**config.mk**
```make
export PLATFORM = sky130hd
export DESIGN_NAME = countdown_hms
export DESIGN_NICKNAME = d
export VERILOG_FILES = /design/src/rtl/countdown_hms.sv
export SDC_FILE = /design/constraint.sdc
export NUM_CORES = 1
export LEC_CHECK = 0
export ABC_AREA = 1
export BUFFER_PORTS_ARGS = -buffer_cell sky130_fd_sc_hd__buf_2
export CAP_MARGIN = 10
export CORE_ASPECT_RATIO = 0.8
export CORE_MARGIN = 4
export CORE_UTILIZATION = 24
export DETAILED_ROUTE_END_ITERATION = 10
export RECOVER_POWER = 50
export SETUP_SLACK_MARGIN = 0.2
export SYNTH_ARGS = -nofsm -noshare
export SYNTH_HDL_FRONTEND = slang
export SYNTH_SLANG_ARGS = --single-unit
```
**constraint.sdc**
```tcl
create_clock -name clk -period 2.4 [get_ports clk]
set_clock_uncertainty 0.05 [all_clocks]
set_input_delay 0.48 -clock clk [delete_from_list [all_inputs] [get_ports clk]]
set_output_delay 0.48 -clock clk [all_outputs]
set_load 0.02 [all_outputs]
```
**src/rtl/countdown_hms.sv**
```systemverilog
// -----------------------------------------------------------------------------
// countdown_hms
//
// Loadable hours:minutes:seconds countdown timer. It counts down once per
// `tick` strobe (the shared 1 Hz enable of the timekeeping datapath). The
// count decrements through a seconds -> minutes -> hours borrow chain. A small
// IDLE/RUN/PAUSE/DONE state machine gates the counting. Expiry is flagged with
// a single-cycle `done` pulse.
//
// Parameters
//   HMAX  maximum hours value; larger load values are clamped to it
//   MMAX  maximum minutes value; minutes wrap to it on a borrow
//   SMAX  maximum seconds value; seconds wrap to it on a borrow
//
// Ports
//   clk    in   clock, every state change on its rising edge
//   rst    in   asynchronous active-high reset
//   ld     in   load d_h/d_m/d_s (clamped) into the count, go to IDLE
//   d_h    in   hours load value   [4:0]
//   d_m    in   minutes load value [5:0]
//   d_s    in   seconds load value [5:0]
//   start  in   begin or resume counting (IDLE or PAUSE only)
//   stop   in   pause counting (RUN only)
//   tick   in   one-cycle count enable
//   q_h    out  current hours      [4:0]
//   q_m    out  current minutes    [5:0]
//   q_s    out  current seconds    [5:0]
//   busy   out  high while the timer is in RUN
//   done   out  one-cycle pulse on expiry, or on a start with a zero count
//
// Event priority in every state: ld > stop > start > tick.
// -----------------------------------------------------------------------------
module countdown_hms #(
  parameter int HMAX = 23,
  parameter int MMAX = 59,
  parameter int SMAX = 59
) (
  input  logic       clk,
  input  logic       rst,
  input  logic       ld,
  input  logic [4:0] d_h,
  input  logic [5:0] d_m,
  input  logic [5:0] d_s,
  input  logic       start,
  input  logic       stop,
  input  logic       tick,
  output logic [4:0] q_h,
  output logic [5:0] q_m,
  output logic [5:0] q_s,
  output logic       busy,
  output logic       done
);

  localparam logic [4:0] H_MAX = 5'(HMAX);
  localparam logic [5:0] M_MAX = 6'(MMAX);
  localparam logic [5:0] S_MAX = 6'(SMAX);

  typedef enum logic [1:0] {
    S_IDLE  = 2'd0,
    S_RUN   = 2'd1,
    S_PAUSE = 2'd2,
    S_DONE  = 2'd3
  } state_t;

  state_t     state_q, state_d;
  logic [4:0] h_q, h_d;
  logic [5:0] m_q, m_d;
  logic [5:0] s_q, s_d;
  logic       busy_q, busy_d;
  logic       done_q, done_d;

  logic       cnt_zero;
  logic       cnt_one;
  logic       can_start;

  // Saturate an hours load value at its maximum.
  function automatic logic [4:0] clamp_h(input logic [4:0] v);
    return (v > H_MAX) ? H_MAX : v;
  endfunction

  // Saturate a minutes/seconds load value at the given maximum.
  function automatic logic [5:0] clamp_ms(input logic [5:0] v,
                                          input logic [5:0] vmax);
    return (v > vmax) ? vmax : v;
  endfunction

  assign cnt_zero  = (h_q == 5'd0) && (m_q == 6'd0) && (s_q == 6'd0);
  // The last live count: the next tick is the expiring one.
  assign cnt_one   = (h_q == 5'd0) && (m_q == 6'd0) && (s_q == 6'd1);
  assign can_start = (state_q == S_IDLE) || (state_q == S_PAUSE);

  // Next-state, next-count and next-output logic.
  always_comb begin
    state_d = state_q;
    h_d     = h_q;
    m_d     = m_q;
    s_d     = s_q;
    done_d  = 1'b0;

    if (ld) begin
      // A load aborts whatever was happening, so no done pulse here.
      h_d     = clamp_h(d_h);
      m_d     = clamp_ms(d_m, M_MAX);
      s_d     = clamp_ms(d_s, S_MAX);
      state_d = S_IDLE;
    end else if (stop && (state_q == S_RUN)) begin
      // Stop swallows a coincident tick: the count is frozen as-is.
      state_d = S_PAUSE;
    end else if (start && can_start) begin
      if (cnt_zero) begin
        state_d = S_DONE;
        done_d  = 1'b1;
      end else begin
        state_d = S_RUN;
      end
    end else if (tick && (state_q == S_RUN)) begin
      if (s_q != 6'd0) begin
        s_d = s_q - 6'd1;
      end else begin
        s_d = S_MAX;
        if (m_q != 6'd0) begin
          m_d = m_q - 6'd1;
        end else begin
          // RUN never holds 0:0:0, so hours is nonzero here.
          m_d = M_MAX;
          h_d = h_q - 5'd1;
        end
      end
      if (cnt_one) begin
        state_d = S_DONE;
        done_d  = 1'b1;
      end
    end

    busy_d = (state_d == S_RUN);
  end

  // State and count registers.
  always_ff @(posedge clk or posedge rst) begin
    if (rst) begin
      state_q <= S_IDLE;
      h_q     <= 5'd0;
      m_q     <= 6'd0;
      s_q     <= 6'd0;
      busy_q  <= 1'b0;
      done_q  <= 1'b0;
    end else begin
      state_q <= state_d;
      h_q     <= h_d;
      m_q     <= m_d;
      s_q     <= s_d;
      busy_q  <= busy_d;
      done_q  <= done_d;
    end
  end

  assign q_h  = h_q;
  assign q_m  = m_q;
  assign q_s  = s_q;
  assign busy = busy_q;
  assign done = done_q;

endmodule

```
==> impl_metrics.yaml, run 1 <==
timing:
  max_freq_ghz: 0.5553
  drv_slew: 0
  rsz0062_at_grt: "false"
  setup_viol: 0
  hold-worst-slack_ns: 0.4485
  worstMarginPinSlew_ns: 1.172
  fin_crit_ns: 1.801
  fin_setup_tns_ns: 0
  max_slew_margin_pct: 21.90
  hold_viol: 0
  finalCritPeriodShare_pct: 75.04
floorplan:
  die_area_um2: 7404
  die_y_um: 77.77
  die_w_um: 95.21
  initial_core_util_pct: 24.70
  num_rows: 25
  core_area_um2: 5912
  io_pins: 42
critical_path:
  cp_slowest_cell: "inv_1"
  cp_cell_sequence: "buf_2, inv_1, o21ai_4, nand2_4, inv_2, nand2_1, o21ai_0"
  crit_fanout: 25
  crit_path_start_kind: "input pin"
  critPathCaptureType: "flop"
  slowest_delay_ns: 0.62
  cp.arrival_ns: 1.90
  cp.required_ns: 2.50
  critical_path_class: "in2reg"
clock_network:
  clock-root-buffer: "clkbuf_8"
  postCtsResizedCells: 0
  cts_tree: "yes"
  clk_latency_ns: 0.26
  clockBufferDepth: 2
  clk_pin_slew_worst_paths_ns: 0.08
  h-tree-depth: 1
  postCtsSetupBuffers: 0
  cts_sinks: 21
  cts_inserted_buffers: 3
  cts.hold.buffers_added: 0
logic_synthesis:
  synth_flop_cell: "dfrtp_1"
  synth-seq-cells: 21
  synth.top_cell.area_share_pct: 35.99
  synth_edf_count: 0
  synthCells: 214
  yosysWarnings: 0
  seq_area_frac_synth_pct: 35.99
  yosys-top-cells-area: "dfrtp_1 (36%), nand2_1 (19%), nor2_1 (7.2%)"
  ys_types: 27
  async_reset_ff_share_pct: 100.0
  yosysMostFrequentCell: "nand2_1"
  syn_area_um2: 1460
  netlist_top_cells_count: "nand2_1 (74), nor2_1 (28), dfrtp_1 (21), inv_1 (21), nand3_1 (18)"
  synth_nets: 243
  synth_area_per_cell_um2: 6.823
  synth_largest_area_cell: "dfrtp_1"
pwr:
  clkPwrFrac_pct: 17.7
  cellPowerDensity_nw_per_um2: 772.5
  peakVddDrop_mv: 0.2422
  p_seq_share_pct: 38.0
  p_comb_share_pct: 44.4
  p_leak_nw: 0.9578
  p_sw_w: 0.0006221
  p_sw_share_pct: 44.88
  internal_power_w: 0.0007640
routing:
  first_pass_iters: 4
  wl_um: 4051
  viasPerCell: 4.459
  route.detailed.drc: 0
  post_drt_wl_per_cell_um: 11.99
  ant_nets: 0
  vias: 1507
  drt_iter0_markers: 64
layout:
  syn_to_final_growth_pct: 22.88
  fillers: 677
  drive_gt1_share_pct: 19.07
  multi_input_area_um2: 832.0
  final_nets: 287
  utilization_pct: 30.35
  n_antenna_cell: 0
  regArea_um2: 525.5
  design_area_um2: 1794
placement:
  numPortBuffers: 41
  globalplace.congestion: 0.8396
  dpl_cell_area_um2: 1762
  dp_hpwl_um: 3216
grt:
  grt_overflow: 0
  grt_first_pass_wirelength_um: 6589
  grt_max_degree: 26
  grt_pass1_vias: 1387
  grt.total_usage_pct: 11.18
  antenna_found_initial: 0
run:
  drv_cap: 0
hold_path:
  min_path_type: "in2reg"
outcome:
  status: "complete, no violations"
==> layout by cell type (no fill, tap or decap), types with 2 or more instances in the layout <==
cell / netlist / final
a21oi_1: 3 / 3
o21ai_0: 6 / 6
or2_2: 3 / 3
ha_1: 6 / 6
inv_2: 3 / 2
nand4_1: 10 / 10
nand3_2: 2 / 2
nand3_1: 18 / 18
clkbuf_8: 0 / 3
nand2_4: 2 / 2
a22oi_1: 3 / 3
buf_2: 1 / 34
nand2_1: 74 / 74
inv_1: 21 / 22
nor2_1: 28 / 28
clkbuf_1: 0 / 9
dfrtp_1: 21 / 21
==> final cells by class <==
cell class | count | share of cell area, %
repair buffers | 42 | 11.16
multi-input cells | 166 | 46.37
flip-flops and latches | 21 | 29.29
inverters | 24 | 5.021
clock buffers | 4 | 2.510
well taps | 81 | 5.649
==> registers in the layout, indices dropped and copies added, names as in the netlist <==
name	cells
q_m	6
q_s	6
q_h	5
state_q	2
busy	1
done	1
==> worst paths after layout <==
path	endpoint	from	slack, ns	cells past startpoint
min in group asynchronous	q_s[5]$_DFFE_PP0P_	rst	0.52	3
hold reg to reg	q_m[5]$_DFFE_PP0P_	q_m[5]$_DFFE_PP0P_	0.49	2
setup / recovery	q_m[1]$_DFFE_PP0P_	ld	0.60	7
hold / removal	state_q[0]$_DFF_PP0_	start	0.45	3
setup reg to reg	q_h[1]$_DFFE_PP0P_	q_m[0]$_DFFE_PP0P_	0.70	7
max in group asynchronous	q_m[3]$_DFFE_PP0P_	rst	1.08	3
==> critical path: cells and delay by family <==
kind,cells,cell delay [ns]
and+or+nand+nor,2,0.24
AOI/OAI and AO/OA,2,0.31
buffers and inverters,3,0.87
==> per-stage QoR <==
step           std cells  worst slack (ns)  power [W]
6_report             338            0.5991   0.001386
3_3_place_gp         334            0.6706   0.001155
2_1_floorplan        214            0.8504  0.0009514
4_1_cts              338            0.6932   0.001413
5_1_grt              338            0.4770   0.001513
3_5_place_dp         334            0.6362   0.001157
==> power groups by stage <==
stage | Combinational, W | Clock [W] | Sequential, W
detailed placement | 0.000623 | 0 | 0.000534
CTS | 0.000626 | 0.000260 | 0.000527
finish | 0.000615 | 0.000245 | 0.000526
floorplan | 0.000342 | 0 | 0.000610
global route | 0.000695 | 0.000273 | 0.000545
global placement | 0.000622 | 0 | 0.000533
==> layer usage <==
metal  vias to the layer above  global-route usage, %  routed length, µm
met5                         -                      0                  0
met3                         2                  3.391                299
met4                         0                  1.729                 19
met2                        51                  15.86               1631
li1                        774                      -                  -
met1                       680                  16.74               2101
==> logic make-up (layout without fill, tap and decap cells) <==
| kind of cell | after synthesis | after routing | synth area share [%] |
|---|---|---|---|
| fa+ha+maj | 6 | 6 | 5.141 |
| compound gates | 17 | 17 | 7.541 |
| buf+inv | 27 | 70 | 7.027 |
| simple gates | 141 | 141 | 43.10 |
| flops | 21 | 21 | 35.99 |
| xor+xnor | 2 | 2 | 1.200 |
Note: power is estimated with default switching activity, not from simulation.
==> inputs of run 2 (changes only) <==
- ABC_AREA: 1 -> 0
- clock period: 2.4 -> 1.5 ns (I/O delays scaled with it)
==> impl_metrics.yaml, run 2 <==
logic_synthesis:
  synth_largest_area_cell: "dfrtp_1"
  synth.top_cell.area_share_pct: 39.22
  yosys-top-cells-area: "dfrtp_1 (39%), ha_1 (5.6%), nand2_1 (3.9%)"
  async_reset_ff_share_pct: 100.0
  syn_area_um2: 1340
  yosysMostFrequentCell: "dfrtp_1"
  synth-seq-cells: 21
  yosysWarnings: 0
  synth_nets: 184
  synthCells: 155
  netlist_top_cells_count: "dfrtp_1 (21), nand2_1 (14), inv_1 (13)"
  ys_types: 39
  seq_area_frac_synth_pct: 39.22
  synth_area_per_cell_um2: 8.645
  synth_flop_cell: "dfrtp_1"
  synth_edf_count: 0
routing:
  ant_nets: 0
  vias: 1520
  route.detailed.drc: 0
  wl_um: 4489
  viasPerCell: 4.648
  drt_iter0_markers: 34
  post_drt_wl_per_cell_um: 13.73
  first_pass_iters: 4
floorplan:
  io_pins: 42
  num_rows: 24
  initial_core_util_pct: 24.65
  die_area_um2: 6850
  die_w_um: 91.54
  die_y_um: 74.84
  core_area_um2: 5435
timing:
  max_freq_ghz: 0.4909
  fin_setup_tns_ns: -4.922
  worstMarginPinSlew_ns: 0.5665
  drv_slew: 0
  hold-worst-slack_ns: 0.1080
  setup_viol: 18
  setup_ws_ns: -0.5370
  finalCritPeriodShare_pct: 135.8
  max_slew_margin_pct: 62.23
  hold_viol: 0
  fin_crit_ns: 2.037
  rsz0062_at_grt: "true"
layout:
  final_nets: 279
  design_area_um2: 2435
  final_cell_mix: "buf_4 (37), buf_6 (32), buf_2 (26)"
  n_antenna_cell: 0
  final_common_cell: "buf_4"
  syn_to_final_growth_pct: 81.70
  drive_gt1_share_pct: 55.82
  utilization_pct: 44.80
clock_network:
  cts_inserted_buffers: 3
  clock-root-buffer: "clkbuf_8"
  h-tree-depth: 1
  clockBufferDepth: 2
  clk_pin_slew_worst_paths_ns: 0.08
  cts.hold.buffers_added: 0
  clk_latency_ns: 0.26
  cts_sinks: 21
  cts_tree: "yes"
placement:
  numPortBuffers: 41
  dpl_cell_area_um2: 1974
  dp_hpwl_um: 3218
  globalplace.congestion: 0.8261
pwr:
  internal_power_w: 0.001155
  cellPowerDensity_nw_per_um2: 702.1
  p_sw_w: 0.0005546
  total_power_w: 0.001710
  p_seq_share_pct: 38.6
  p_comb_share_pct: 39.2
  peakVddDrop_mv: 0.2970
  p_leak_nw: 1.120
  p_sw_share_pct: 32.44
  clkPwrFrac_pct: 22.2
grt:
  grt_pass1_vias: 1465
  busiest_layer: "met1"
  met3_usage_pct: 3.397
  grt_util_met1_pct: 19.24
  use_met2_pct: 19.11
  grt_overflow: 0
  grt.total_usage_pct: 12.93
  antenna_found_initial: 0
  grt_max_degree: 26
  grt_first_pass_wirelength_um: 7079
hold_path:
  min_path_type: "in2async"
outcome:
  violations: "setup timing"
  status: "complete, but fails checks"
critical_path:
  cp.arrival_ns: 2.13
  crit_path_start_kind: "flop"
  crit_fanout: 4
  critPathCaptureType: "flop"
  cp.required_ns: 1.60
  critical_path_class: "reg2reg"
run:
  drv_cap: 0
==> run 2: path summary, 6_finish.rpt <==
check	from	endpoint	slack, ns	depth (start not counted)
setup / recovery	q_m[1]$_DFFE_PP0P_	q_h[3]$_DFFE_PP0P_	-0.54	6
hold / removal	rst	q_m[3]$_DFFE_PP0P_	0.11	3
setup reg to reg	q_m[1]$_DFFE_PP0P_	q_h[3]$_DFFE_PP0P_	-0.54	6
hold reg to reg	q_s[1]$_DFFE_PP0P_	q_s[1]$_DFFE_PP0P_	0.58	2
max in group asynchronous	rst	q_s[4]$_DFFE_PP0P_	0.88	3
min in group clk	d_m[3]	q_m[3]$_DFFE_PP0P_	0.21	3
==> run 2: layout make-up <==
cell class	count	area, µm²
tap	78	97.59
inverter	13	48.80
fill	519	3000
timing repair buffer	97	788.3
clock buffer	4	45.04
sequential	21	533.0
multi-input combinational	114	922.1
==> run 2: timing repair <==
action	4_1_cts	5_1_grt
setup endpoints to repair	34	35
pin swaps	11	10
gates resized for setup	54	27
setup buffers	7	6
==> run 2: power groups by stage <==
stage | clock network (W) | registers [W] | logic (W)
after detailed placement | 0 | 0.000663 | 0.000506
final | 0.000379 | 0.000660 | 0.000670
after global placement | 0 | 0.000664 | 0.000501
after global routing | 0.000419 | 0.000667 | 0.000728
after floorplan | 0 | 0.000739 | 0.000179
after CTS | 0.000393 | 0.000657 | 0.000613
==> run 2: logic make-up after synthesis <==
logic type	share of synthesized area (%)
compound gates	21.10
xor+xnor	0.6537
fa+ha+maj	5.602
buf+inv	5.882
flops	39.22
mux	0.7470
simple gates	26.80
==> run 2: metal layers <==
metal	up-vias	wire, µm
met3	2	204
met4	0	24
li1	762	-
met1	715	2267
met2	41	1993
met5	-	0
==> run 2: critical path, cell delays in order, from the launching register on <==
cell     delay, ns
dfrtp_2       0.42
inv_2         0.08
ha_4          0.13
or4b_4        0.46
or2_4         0.26
o31a_1        0.24
o31a_1        0.28
==> run 2: through the flow <==
stage / instances / setup WS [ns]
after floorplan: 155 / -0.7023
after global placement: 310 / -0.5739
after detailed placement: 310 / -0.5936
after CTS: 321 / -0.5378
after global routing: 327 / -0.5889
final: 327 / -0.5370
==> inputs of run 3 (changes only) <==
- BUFFER_PORTS_ARGS: -buffer_cell sky130_fd_sc_hd__buf_2 -> -buffer_cell sky130_fd_sc_hd__buf_4
- clock period: 1.5 -> 2.6 ns (I/O delays scaled with it)
==> impl_metrics.yaml, run 3 (synthesized netlist as in run 2, its figures left out) <==
floorplan:
  core_area_um2: 5435
  num_rows: 24
  die_y_um: 74.84
  die_w_um: 91.54
  die_area_um2: 6850
  io_pins: 42
  initial_core_util_pct: 24.65
timing:
  worstMarginPinSlew_ns: 0.8649
  max_freq_ghz: 0.4435
  fin_crit_ns: 2.255
  hold-worst-slack_ns: 0.3934
  max_slew_margin_pct: 42.28
  rsz0062_at_grt: "false"
  fin_setup_tns_ns: 0
  drv_slew: 0
  finalCritPeriodShare_pct: 86.72
  setup_viol: 0
  hold_viol: 0
pwr:
  p_sw_share_pct: 31.69
  p_sw_w: 0.0002576
  cellPowerDensity_nw_per_um2: 467.8
  clkPwrFrac_pct: 26.1
  p_leak_nw: 0.7514
  p_comb_share_pct: 25.8
  p_seq_share_pct: 48.1
  peakVddDrop_mv: 0.1422
  internal_power_w: 0.0005553
clock_network:
  postCtsSetupBuffers: 0
  cts.hold.buffers_added: 0
  cts_inserted_buffers: 3
  clockBufferDepth: 2
  h-tree-depth: 1
  cts_sinks: 21
  postCtsResizedCells: 0
  clk_pin_slew_worst_paths_ns: 0.07
  clk_latency_ns: 0.26
  clock-root-buffer: "clkbuf_8"
  cts_tree: "yes"
grt:
  grt_first_pass_wirelength_um: 6182
  grt_pass1_vias: 1267
  grt_overflow: 0
  grt.total_usage_pct: 11.24
  grt_max_degree: 37
  antenna_found_initial: 0
critical_path:
  crit_path_start_kind: "flop"
  slowest_delay_ns: 0.51
  critical_path_class: "reg2reg"
  cp.arrival_ns: 2.35
  cp_slowest_cell: "or4b_4"
  path_common_cell: "o31a_1"
  cp.required_ns: 2.70
  cp_cell_sequence: "inv_1, ha_1, or4b_4, or2_1, o31a_1, o31a_1"
  crit_fanout: 6
  critPathCaptureType: "flop"
routing:
  route.detailed.drc: 0
  drt_iter0_markers: 55
  first_pass_iters: 4
  viasPerCell: 4.669
  wl_um: 3603
  vias: 1270
  post_drt_wl_per_cell_um: 13.25
  ant_nets: 0
layout:
  n_antenna_cell: 0
  final_common_cell: "buf_4"
  syn_to_final_growth_pct: 29.69
  final_nets: 224
  drive_gt1_share_pct: 20.62
  final_cell_mix: "buf_4 (33), dfrtp_1 (21), nand2_1 (14)"
hold_path:
  min_path_type: "in2async"
run:
  drv_cap: 0
placement:
  numPortBuffers: 41
  globalplace.congestion: 0.7835
  dp_hpwl_um: 2798
outcome:
  status: "complete, no violations"
[run 3: changes by cell type in the layout (fill, tap and decap cells not counted), moves of 5 or more]
| cell | delta |
|---|---|
| buf_6 | -32 |
| buf_2 | -26 |
| clkbuf_1 | +8 |
| dfrtp_1 | +6 |
| dfrtp_2 | -6 |
| o21ai_0 | +5 |
[run 3: final timing paths]
check | endpoint | start | slack [ns] | depth (start not counted)
setup / recovery | q_h[3]$_DFFE_PP0P_ | q_m[0]$_DFFE_PP0P_ | 0.35 | 6
hold / removal | q_m[2]$_DFFE_PP0P_ | rst | 0.39 | 2
setup reg to reg | q_h[3]$_DFFE_PP0P_ | q_m[0]$_DFFE_PP0P_ | 0.35 | 6
hold reg to reg | q_s[2]$_DFFE_PP0P_ | q_s[2]$_DFFE_PP0P_ | 0.54 | 1
max in group asynchronous | q_h[4]$_DFFE_PP0P_ | rst | 1.57 | 2
min in group clk | q_h[0]$_DFFE_PP0P_ | d_h[0] | 0.43 | 2
[run 3: cell type report]
| type | count | area [µm²] |
|---|---|---|
| fillers | 596 | 3697 |
| multi-input cells | 114 | 735.7 |
| flip-flops and latches | 21 | 525.5 |
| repair buffers | 42 | 285.3 |
| well taps | 78 | 97.59 |
| inverters | 13 | 48.80 |
| clock buffers | 4 | 45.04 |
[run 3: stage by stage]
stage / total power [W] / cells / utilization, % / setup WS (ns) / instance area [µm²]
after detailed placement: 0.0006179 / 268 / 31.70 / 0.2726 / 1723
after floorplan: 0.0005173 / 155 / - / 0.3238 / 1340
after CTS: 0.0008387 / 272 / 32.53 / 0.3002 / 1768
after global routing: 0.0008769 / 272 / 31.98 / 0.2027 / 1738
after global placement: 0.0006170 / 268 / 31.70 / 0.3293 / 1723
final: 0.0008130 / 272 / 31.98 / 0.3454 / 1738
[run 3: power by group through the flow]
stage | sequential (W) | combinational, W | clock [W]
2_1_floorplan | 0.000421 | 0.0000963 | 0
3_3_place_gp | 0.000397 | 0.000220 | 0
3_5_place_dp | 0.000397 | 0.000221 | 0
4_1_cts | 0.000391 | 0.000221 | 0.000226
5_1_grt | 0.000397 | 0.000236 | 0.000243
6_report | 0.000391 | 0.000210 | 0.000212
[run 3: worst max-delay path: cells and delay by family (launching register included)]
kind	cells	cell delay, ns
fa+ha+maj	1	0.20
flops	1	0.41
compound gates	2	0.58
simple gates	2	0.81
buf+inv	1	0.09
[run 3: routing by layer]
layer	vias to the layer above	GRT usage [%]	share of wire (%)
met2	33	16.44	40
met3	2	4.296	7.9
met1	583	16.01	51
met4	0	1.839	0.39
li1	652	-	-
met5	-	0	0
